===== config.mk =====
export PLATFORM = sky130hd
export DESIGN_NAME = rice_encoder
export DESIGN_NICKNAME = d
export VERILOG_FILES = /design/src/rtl/rice_encoder.sv
export SDC_FILE = /design/constraint.sdc
export NUM_CORES = 1
export LEC_CHECK = 0
export BUFFER_PORTS_ARGS = -buffer_cell sky130_fd_sc_hd__buf_2
export CORE_ASPECT_RATIO = 1.5
export CORE_UTILIZATION = 45
export DETAILED_ROUTE_END_ITERATION = 10
export PLACE_DENSITY = 0.62
export SLEW_MARGIN = 20
export SYNTH_ARGS = -nofsm -noshare
export SYNTH_HDL_FRONTEND = slang
export SYNTH_SLANG_ARGS = --single-unit

===== constraint.sdc =====
create_clock -name clk -period 5.5 [get_ports clk]
set_clock_uncertainty 0.05 [all_clocks]
set_input_delay 1.1 -clock clk [delete_from_list [all_inputs] [get_ports clk]]
set_output_delay 1.1 -clock clk [all_outputs]
set_load 0.01 [all_outputs]

===== src/rtl/rice_encoder.sv =====
// Rice/Golomb encoder: unary quotient, '0' stop, k-bit remainder (or 32-bit escape),
// one bit per cycle into a 32-bit MSB-first packer; stalls only when the word slot is full.
module rice_encoder #(
  parameter int QLIMIT = 32
) (
  input  logic        clk,
  input  logic        reset,
  input  logic [3:0]  k,
  input  logic [31:0] in_data,
  input  logic        in_valid,
  output logic        in_ready,
  input  logic        flush,
  output logic [31:0] out_word,
  output logic        out_valid,
  input  logic        out_ready,
  output logic        busy
);

  typedef enum logic [2:0] {IDLE, UNARY, STOP, REM, ESC, FLUSH} state_t;

  localparam logic [5:0] QL = 6'(QLIMIT);

  state_t      state, state_nx;
  logic [31:0] data_r;
  logic [3:0]  k_r;
  logic [5:0]  urem;
  logic        esc_r;
  logic [4:0]  idx;
  logic [31:0] acc;
  logic [4:0]  count;

  logic [31:0] q;
  logic        q_esc;
  logic [5:0]  q_len;
  logic        accept, start_flush, bit_pend, bit_val, stall, emit, word_done;

  assign q     = in_data >> k;
  assign q_esc = q >= 32'(QLIMIT);
  assign q_len = q_esc ? QL : q[5:0];

  always_ff @(posedge clk) begin
    if (!reset) state <= IDLE;
    else        state <= state_nx;
  end

  // A zero quotient spends no cycles in UNARY, so accept goes straight to STOP.
  always_comb begin
    state_nx = state;
    case (state)
      IDLE: begin
        if (accept)           state_nx = (q_len == 6'd0) ? STOP : UNARY;
        else if (start_flush) state_nx = FLUSH;
      end
      UNARY: if (emit && urem == 6'd1) state_nx = esc_r ? ESC : STOP;
      STOP:  if (emit) state_nx = (k_r != 4'd0) ? REM : IDLE;
      REM:   if (emit && idx == 5'd0) state_nx = IDLE;
      ESC:   if (emit && idx == 5'd0) state_nx = IDLE;
      FLUSH: if (emit && count == 5'd31) state_nx = IDLE;
      default: state_nx = IDLE;
    endcase
  end

  always_comb begin
    in_ready    = reset && (state == IDLE);
    busy        = reset && (state != IDLE);
    accept      = in_valid && in_ready;
    start_flush = in_ready && !in_valid && flush && (count != 5'd0);
    bit_pend    = (state != IDLE);
    case (state)
      UNARY:    bit_val = 1'b1;
      REM, ESC: bit_val = data_r[idx];
      default:  bit_val = 1'b0;
    endcase
    // Only the word-completing bit needs the output slot to be free.
    stall     = (count == 5'd31) && out_valid && !out_ready;
    emit      = bit_pend && !stall;
    word_done = emit && (count == 5'd31);
  end

  always_ff @(posedge clk) begin
    if (!reset) begin
      data_r <= '0;
      k_r    <= '0;
      urem   <= '0;
      esc_r  <= 1'b0;
      idx    <= '0;
    end else if (accept) begin
      data_r <= in_data;
      k_r    <= k;
      urem   <= q_len;
      esc_r  <= q_esc;
      idx    <= 5'd31;
    end else if (emit) begin
      case (state)
        UNARY:    urem <= urem - 6'd1;
        STOP:     idx  <= 5'(k_r) - 5'd1;
        REM, ESC: idx  <= idx - 5'd1;
        default:  ;
      endcase
    end
  end

  always_ff @(posedge clk) begin
    if (!reset) begin
      acc       <= '0;
      count     <= '0;
      out_word  <= '0;
      out_valid <= 1'b0;
    end else begin
      if (emit) begin
        acc   <= {acc[30:0], bit_val};
        count <= count + 5'd1;
      end
      if (word_done) begin
        out_word  <= {acc[30:0], bit_val};
        out_valid <= 1'b1;
      end else if (out_ready) begin
        out_valid <= 1'b0;
      end
    end
  end

  a_hold_word: assert property (@(posedge clk) disable iff (!reset)
    out_valid && !out_ready |=> out_valid && $stable(out_word));

endmodule


# Word level (Yosys, flattened, before mapping)
# Index checks and enable logic that the tools add are counted.
[op_classes]
addsub = 4
n_mul = 0
div_mod_pow = 0
n_lt_le_gt_ge = 2
n_eq_ne = 12
n_shift = 1
muxes = 22
bitwise = 0
n_reduce_logical = 29
[ops]
columns = ["op", "count"]
rows = [
  ["$ge A32 B6 Y1 const B", 1],
  ["$shr A32 B4 Y32", 1],
  ["$mux W6", 4],
  ["$mux W3", 7],
  ["$pmux W3 S5", 1],
  ["$logic_and A1 B1 Y1", 12],
  ["$mux W5", 2],
  ["$pmux W5 S2", 1],
  ["$eq A3 B2 Y1 const B", 2],
  ["$eq A3 B3 Y1 const B", 2],
  ["$eq A6 B1 Y1 const B", 1],
  ["$logic_not A6 Y1", 1],
  ["$lt A5 B6 Y1 const B", 1],
  ["$ne A2 B2 Y1 const B", 3],
  ["$reduce_bool A2 Y1", 3],
  ["$reduce_bool A3 Y1", 2],
  ["$sub A6 B1 Y6 const B", 1],
  ["$add A5 B1 Y5 const B", 1],
  ["$bmux W1 S5", 1],
  ["$eq A5 B5 Y1 const B", 1],
  ["$logic_not A5 Y1", 1],
  ["$reduce_and A5 Y1", 1],
  ["$reduce_bool A5 Y1", 1],
  ["$sub A4 B1 Y5 const B", 1],
  ["other kinds (12)", 18],
]
[word_totals]
reg_bits = 120
latchBits = 0
ram_bits = 0
rom_bits = 0
in_bits = 41
out_inout_bits = 35
word_cells = 80
mem_count = 0

# Longest topological paths before layout
# Gate-level depths: netlist of run 1.
[logic_depth]
word_depth = 8
depth_mapped = 10
ltp_nobuf = 9

# Worst setup path after synthesis of run 1
# Ideal clock, no wire load.
[synth_timing]
path_kind = "input-to-output"
from = "input reset"
to = "output busy"
arrival_ns = 2.015
setup_slack_ns = 2.335
stages = 5
cell_sequence = "buf_2 > inv_1 > clkbuf_1 > clkbuf_1 > nor2_1"
[synth_between]
elab_chain_cells = 1
[synth_lines]
columns = ["item", "line", "source"]
rows = [
  ["from (decl)", "7", "input logic reset,"],
  ["$logic_and A1 B1 Y1", "65", "busy = reset && (state != IDLE);"],
  ["to (decl)", "16", "output logic busy"],
]
# No other way between the ends.

# Worst setup path in the final report of run 1
[layout_timing]
from = "input reset"
to = "output in_ready"
[layout_between]
elab_chain_cells = 1
[layout_lines]
columns = ["item", "line", "source"]
rows = [
  ["$logic_and A1 B1 Y1", "64", "in_ready = reset && (state == IDLE);"],
  ["to (decl)", "11", "output logic in_ready,"],
]
# No other way between the ends.

==> out/qor.csv, run 1 <==
stage,metric,value,unit
timing,final hold viol count,0,
timing,final setup vio count,0,
synth,ys async rst share,0,%
worst_hold_path,hold path start,out_word[10]$_SDFFE_PN0P_,
global_routing,grt ovf,0,
drt,wire per inst,16.1,microns
timing,unrepaired setup endpoints after global routing,no,
layout,area of the multi-input gates,0.00330,sq mm
power_and_ir_drop,Logic pwr share,25.4,%
synth,Yosys warning count,0,
critical_path,slowest CP cell,buf_2,
critical_path,r2r worst-path depth,9,
floorplanning,Rows,51,
worst_hold_path,Hold Path Stages,2,
flow_run,max_cap viols,0,
critical_path,r2r endpoint,state[0]$_SDFFE_PN0P_,
clocking,CTS Buffer Depth,2,
floorplanning,die area,0.0138,sq mm
timing,period utilization,59.5,%
drt,Iter 0 DRT Violations,237,
critical_path,Worst EP required,4.35,ns
placement,Final Wtd Congestion,0.906,
timing,final slew viol count,0,
clocking,clock slew at reported path FFs,0.05,ns
layout,register area,0.00240,sq mm
critical_path,"Buf+Inv Stages, Crit Path",3,
power_and_ir_drop,Leak,2.69,nW
timing,fmax,305,MHz
critical_path,Max stage delay on crit path,0.63,ns
floorplanning,Die Ht,143,microns
placement,Buffers on Ports,75,
synth,syn avg cell area,8.04,sq um
critical_path,CP cell instances,"buf_2, inv_2, nor2_1, buf_2",
floorplanning,initial core utilization,46.2,%
synth,net count after synthesis,792,
timing,Fin Setup TNS,0,ns
placement,post-DP HPWL,10.9,mm
layout,Layout area overhead,16.9,%
clocking,depth of the CTS H-tree,4,
critical_path,crit end category,primary output,
layout,post-layout util,54.0,%
critical_path,worst reg2reg setup slack,2.89,ns
floorplanning,IO Pins,76,
synth,synthesis-stage register bit count,120,
synth,Post-synth EDFFs,0,
global_routing,first-pass GRT wire length,24.9,mm
clocking,CTS sink cnt,120,
clocking,worst skew pair latency,0.41,ns
synth,Synth Cell Area,0.00599,sq mm
power_and_ir_drop,sequential fraction of design power,36.9,%
critical_path,most frequent CP cell,buf_2,
drt,routed wire length,15.4,mm
worst_hold_path,Hold EP,out_word[10]$_SDFFE_PN0P_,
global_routing,number of global-route vias before repair,5013,
global_routing,initial antenna violation count,0,
drt,antenna-violating nets left,0,
critical_path,family with the most delay on the worst path,buffers and inverters,
outcome,outcome,finished clean,
synth,Yosys cell types,66,
clocking,total CTS buffers,17,
critical_path,CP Class,input port to primary output,
floorplanning,Die W,96.2,microns
clocking,post_cts resized,0,
power_and_ir_drop,Switch Pwr,0.990,mW
floorplanning,core footprint,0.0130,sq mm
drt,vias per inst,5.63,
timing,Max-slew headroom,31.1,%
power_and_ir_drop,pwr/cell area,436,mW/mm^2
critical_path,worst r2r src,count[0]$_SDFFE_PN0P_,
layout,Fillers,1269,
power_and_ir_drop,clock power share,37.7,%
critical_path,Worst Path Max Fanout,46,
power_and_ir_drop,switching share of power,32.4,%
critical_path,"Arr. time, crit path",2.12,ns
layout,antenna cells,0,
synth,Cells after Synth,745,
drt,DRC errors left,0,
clocking,CTS tree,yes,
layout,proportion of layout cells with a drive suffix above 1,17.6,%
synth,"Top FF cell, synth",dfxtp_1,
timing,slew at the pin closest to its max-slew limit,1.03,ns
drt,drt pass-1 iters,4,
synth,sequential area share after synthesis,40.1,%
timing,fin crit period,3.27,ns
power_and_ir_drop,Max VDD drop,204,uV
clocking,post-CTS setup repair buffer count,0,
clocking,"Hold-fix buffers, CTS",0,
global_routing,Global Route Usage Sum,23.8,%
drt,vias,5418,
clocking,Root Buffer,clkbuf_16,
layout,Layout Nets,837,
power_and_ir_drop,Power Internal,2.06,mW
global_routing,largest net degree at the start of global routing,75,
critical_path,CP startpoint kind,input port,
worst_hold_path,Hold Crit Class,flip-flop to flip-flop,
## per-stage QoR
stage | worst slack, ns | instances | hold slack [ns] | cell area, sq um | power [mW]
global route | 2.07 | 962 | 0.420 | 7000 | 3.23
global placement | 1.96 | 930 | 0.388 | 6380 | 1.89
finish | 2.23 | 962 | 0.398 | 7000 | 3.05
floorplan | 2.34 | 745 | 0.382 | 5990 | 1.71
CTS | 2.19 | 962 | 0.401 | 7000 | 3.08
detailed placement | 1.89 | 930 | 0.394 | 6380 | 1.92
## routing by layer
metal	track usage (%)	vias up	routed length (microns)
li1	-	2693	-
met1	26.8	2530	6300
met2	40.9	153	7950
met3	5.22	42	523
met4	13.0	0	674
met5	0	-	0
## flip-flops by register name, summed over array words and instances, names as in the netlist, 3 cells and up
| register | cells |
|---|---|
| out_word | 32 |
| data_r | 32 |
| k_r | 4 |
| idx | 5 |
| state | 3 |
| count | 5 |
| urem | 6 |
| acc | 31 |
## power groups by stage
stage	Combinational [mW]	Sequential (mW)	Clock (mW)
after floorplan	0.643	1.06	0
after global placement	0.758	1.14	0
after detailed placement	0.773	1.14	0
after CTS	0.778	1.13	1.17
after global routing	0.874	1.14	1.22
final	0.776	1.13	1.15
## layout by cell type (no fill, tap or decap), types with 7 or more instances in the layout
| master | synthesis | routed |
|---|---|---|
| mux4_2 | 14 | 14 |
| o21ai_0 | 43 | 43 |
| nand2_1 | 207 | 207 |
| a21oi_1 | 80 | 80 |
| nand4_1 | 7 | 7 |
| nor3_1 | 14 | 14 |
| nand3_1 | 14 | 14 |
| mux2i_1 | 38 | 38 |
| xor2_1 | 7 | 7 |
| clkbuf_16 | 0 | 17 |
| buf_2 | 10 | 75 |
| dfxtp_1 | 120 | 120 |
| inv_1 | 14 | 13 |
| nor2_1 | 27 | 26 |
## worst max path at each step
stage | from | to | slack (ns) | depth (start not counted)
after floorplan | reset | busy | 2.34 | 5
after global placement | k[1] | urem[5]$_SDFFE_PN0P_ | 1.96 | 7
after detailed placement | k[1] | urem[5]$_SDFFE_PN0P_ | 1.89 | 8
after CTS | reset | in_ready | 2.19 | 4
after global routing | reset | in_ready | 2.07 | 4
final | reset | in_ready | 2.23 | 4
## synth_stat cells (3+ instances only)
| cell | number | area [sq um] |
|---|---|---|
| or3_1 | 3 | 18.8 |
| a211oi_1 | 5 | 37.5 |
| ha_1 | 6 | 75.1 |
| nand3_1 | 14 | 70.1 |
| o21ai_0 | 43 | 215 |
| o22ai_1 | 6 | 37.5 |
| nor4_1 | 4 | 25.0 |
| and3_1 | 7 | 43.8 |
| buf_2 | 10 | 50.1 |
| nand3b_1 | 3 | 22.5 |
| nor2_1 | 27 | 101 |
| nand4_1 | 7 | 43.8 |
| nor3b_1 | 4 | 30.0 |
| a311oi_1 | 4 | 35.0 |
| inv_1 | 14 | 52.6 |
| nor2b_1 | 4 | 25.0 |
| dfxtp_1 | 120 | 2400 |
| mux2i_1 | 38 | 380 |
| xor2_1 | 7 | 61.3 |
| xnor2_1 | 3 | 26.3 |
| nand2b_1 | 3 | 18.8 |
| clkbuf_1 | 40 | 150 |
| nor3_1 | 14 | 70.1 |
| mux4_2 | 14 | 315 |
| nand2_1 | 207 | 777 |
| mux2_2 | 4 | 45.0 |
| a21oi_1 | 80 | 400 |
| o211ai_1 | 6 | 45.0 |
## tightest hold or removal path: cells and delay by family (launching register included)
kind / cells / cell delay (ns)
compound gates: 1 / 0.05
simple gates: 1 / 0.05
flops: 1 / 0.30
## area by class of cell
class / instances / share of cell area [%]
sequential: 120 / 34.3
timing repair buffer: 80 / 5.90
tap: 159 / 2.84
clock inverter: 12 / 2.50
inverter: 16 / 0.858
clock buffer: 20 / 6.38
multi-input combinational: 555 / 47.2
## cells by family (layout without fill, tap and decap cells)
family,after synthesis,count (layout),share of synthesized area (%)
AOI/OAI and AO/OA,170,170,16.7
xor gates and xnor gates,10,10,1.46
muxes,58,58,12.7
and+or+nand+nor,311,311,22.9
adders and majority gates,6,6,1.25
DFF,120,120,40.1
buffers and inverters,70,128,4.79
(Power assumes the default switching activity.)
==> run 2, diff against run 1 <==
PLACE_DENSITY = 0.64   (was 0.62)
clock period = 2.75 ns   (was 5.5 ns; I/O delays follow)
==> run 2 against run 1 <==
  * Via count up 2.2%
  * Sequential power up 93%
  * Largest cell class unchanged
  * Utilization is 0.66 points higher
  * Die area is the same
  * Combinational power grew 120%
  * First-iteration DRC count rose by 16%
  * Highest routed layer unchanged
==> out/qor.csv, run 2 (synthesized netlist as in run 1, its figures left out) <==
stage,metric,value,unit,change
outcome,outcome,finished clean,,
drt,DRC errors left,0,,unchanged
global_routing,grt ovf,0,,unchanged
layout,post-layout util,54.7,%,+0.66 points
clocking,CTS sink cnt,120,,unchanged
power_and_ir_drop,switching share of power,34.5,%,+2.1 points
power_and_ir_drop,Leak,2.76,nW,+2.5%
power_and_ir_drop,Logic pwr share,29.1,%,+3.7 points
critical_path,CP startpoint kind,flip-flop,,
worst_hold_path,Hold Crit Class,input port to flip-flop,,
floorplanning,Die W,96.2,microns,unchanged
worst_hold_path,hold path start,in_data[0],,
critical_path,worst r2r src,count[0]$_SDFFE_PN0P_,,
drt,routed wire length,15.5,mm,+0.39%
critical_path,crit end category,flip-flop,,
floorplanning,Die Ht,143,microns,unchanged
global_routing,largest net degree at the start of global routing,68,,-9.3%
critical_path,Worst Path Max Fanout,5,,-89%
placement,post-DP HPWL,11.1,mm,+1.2%
global_routing,number of global-route vias before repair,5345,,+6.6%
drt,vias per inst,5.64,,+0.11%
timing,unrepaired setup endpoints after global routing,no,,
clocking,CTS tree,yes,,
clocking,depth of the CTS H-tree,4,,unchanged
layout,"most common cell after layout, fill and taps aside",nand2_1,,
global_routing,first-pass GRT wire length,25.5,mm,+2.5%
timing,final hold viol count,0,,unchanged
clocking,total CTS buffers,17,,unchanged
drt,drt pass-1 iters,5,,+1
drt,vias,5537,,+2.2%
layout,fin cells,982,,+2.1%
floorplanning,Rows,51,,unchanged
layout,register area,0.00240,sq mm,unchanged
clocking,"Hold-fix buffers, CTS",0,,unchanged
global_routing,Global Route Usage Sum,24.0,%,+0.17 points
layout,area of the multi-input gates,0.00331,sq mm,about the same
timing,Max-slew headroom,56.3,%,+25 points
critical_path,"Arr. time, crit path",2.94,ns,+0.82 ns
clocking,clock slew at reported path FFs,0.06,ns,about the same
placement,DP Cell Count,950,,+2.2%
layout,antenna cells,0,,unchanged
timing,period utilization,95.8,%,
global_routing,initial antenna violation count,0,,unchanged
critical_path,Worst Setup SP,count[0]$_SDFFE_PN0P_,,
power_and_ir_drop,Power Internal,3.91,mW,+90%
power_and_ir_drop,sequential fraction of design power,36.5,%,-0.4 points
floorplanning,initial core utilization,46.2,%,unchanged
timing,fmax,379,MHz,
drt,wire per inst,15.8,microns,-1.6%
clocking,CTS Buffer Depth,2,,unchanged
flow_run,max_cap viols,0,,unchanged
clocking,worst skew pair latency,0.41,ns,about the same
power_and_ir_drop,Switch Pwr,2.06,mW,+110%
layout,Layout area overhead,18.3,%,
timing,slew at the pin closest to its max-slew limit,0.653,ns,-0.377 ns
timing,final slew viol count,0,,unchanged
power_and_ir_drop,clock power share,34.3,%,-3.4 points
layout,proportion of layout cells with a drive suffix above 1,19.8,%,+2.2 points
floorplanning,IO Pins,76,,unchanged
layout,Fillers,1238,,-2.4%
layout,most frequent cells in the layout,"nand2_1, dfxtp_1, a21oi_1",,
timing,final setup vio count,0,,unchanged
critical_path,CP Class,flip-flop to flip-flop,,
floorplanning,die area,0.0138,sq mm,unchanged
power_and_ir_drop,Max VDD drop,406,uV,+99%
power_and_ir_drop,pwr/cell area,842,mW/mm^2,+93%
layout,biggest regs,"data_r (32), out_word (32), acc (31)",,
clocking,Root Buffer,clkbuf_16,,
drt,antenna-violating nets left,0,,unchanged
drt,Iter 0 DRT Violations,275,,+16%
layout,Layout Nets,857,,+2.4%
critical_path,Worst EP required,3.05,ns,-1.30 ns
floorplanning,core footprint,0.0130,sq mm,unchanged
placement,Buffers on Ports,75,,unchanged
placement,Final Wtd Congestion,0.899,,-0.81%
timing,fin crit period,2.64,ns,
==> run 2: changes by cell type in the layout (fill, tap and decap cells not counted), sizes merged <==
cell / previous run / this run
clkinv: 6 / 8
inv: 15 / 18
clkbuf: 20 / 18
buf: 80 / 100
bufinv: 4 / 1
==> run 2: what timing repair did <==
item | 4_1_cts | 5_1_grt
resized for setup | 0 | 2
setup endpoints to repair | 0 | 1
setup buffers | 0 | 0
==> run 2: worst paths after layout <==
path | slack (ns) | cells after the start | endpoint
worst max register to register | 0.11 | 9 | state[0]$_SDFFE_PN0P_
worst min-delay path | 0.30 | 3 | data_r[0]$_SDFFE_PN0P_
worst min register to register | 0.40 | 2 | out_word[25]$_SDFFE_PN0P_
worst max-delay path | 0.11 | 9 | state[0]$_SDFFE_PN0P_
==> run 2: final cells by class <==
type,instances,share of cell area (%)
Sequential cell,120,33.9
Inverter,16,0.848
Timing Repair Buffer,100,7.95
Multi-Input combinational cell,555,46.7
Clock inverter,14,1.77
Tap cell,159,2.81
Clock buffer,18,6.06
==> run 2: layer usage <==
layer  track usage, %  vias to the layer above  routed length (microns)
met1             26.7                     2609                     6140
met2             43.5                      158                     8370
met3             3.67                       33                      525
met4             11.4                        0                      480
li1                 -                     2737                        -
met5                0                        -                        0
==> run 2: worst max-delay path: stages, from the launching register on <==
cell      delay, ns
dfxtp_1        0.34
ha_1           0.22
and3_1         0.19
ha_2           0.20
and3b_2        0.23
or4_1          0.51
and3_4         0.21
and3b_2        0.28
o221ai_2       0.11
o21ba_1        0.24
==> run 2: stage by stage <==
step	power (mW)	cell area [sq um]	setup WS, ns	TNS [ns]	hold slack [ns]
global placement	3.88	6530	-0.00651	-0.0128	0.389
floorplan	3.41	5990	0.307	0	0.382
finish	5.97	7080	0.115	0	0.304
global route	6.31	7080	0.0164	0	0.326
CTS	6.00	7080	0.0971	0	0.295
detailed placement	3.93	6530	-0.0775	-0.190	0.394
==> run 2: power by group through the flow <==
stage	sequential, mW	clock, mW	combinational, mW
2_1_floorplan	2.13	0	1.29
3_3_place_gp	2.20	0	1.68
3_5_place_dp	2.21	0	1.72
4_1_cts	2.18	2.09	1.73
5_1_grt	2.21	2.18	1.92
6_report	2.18	2.05	1.74
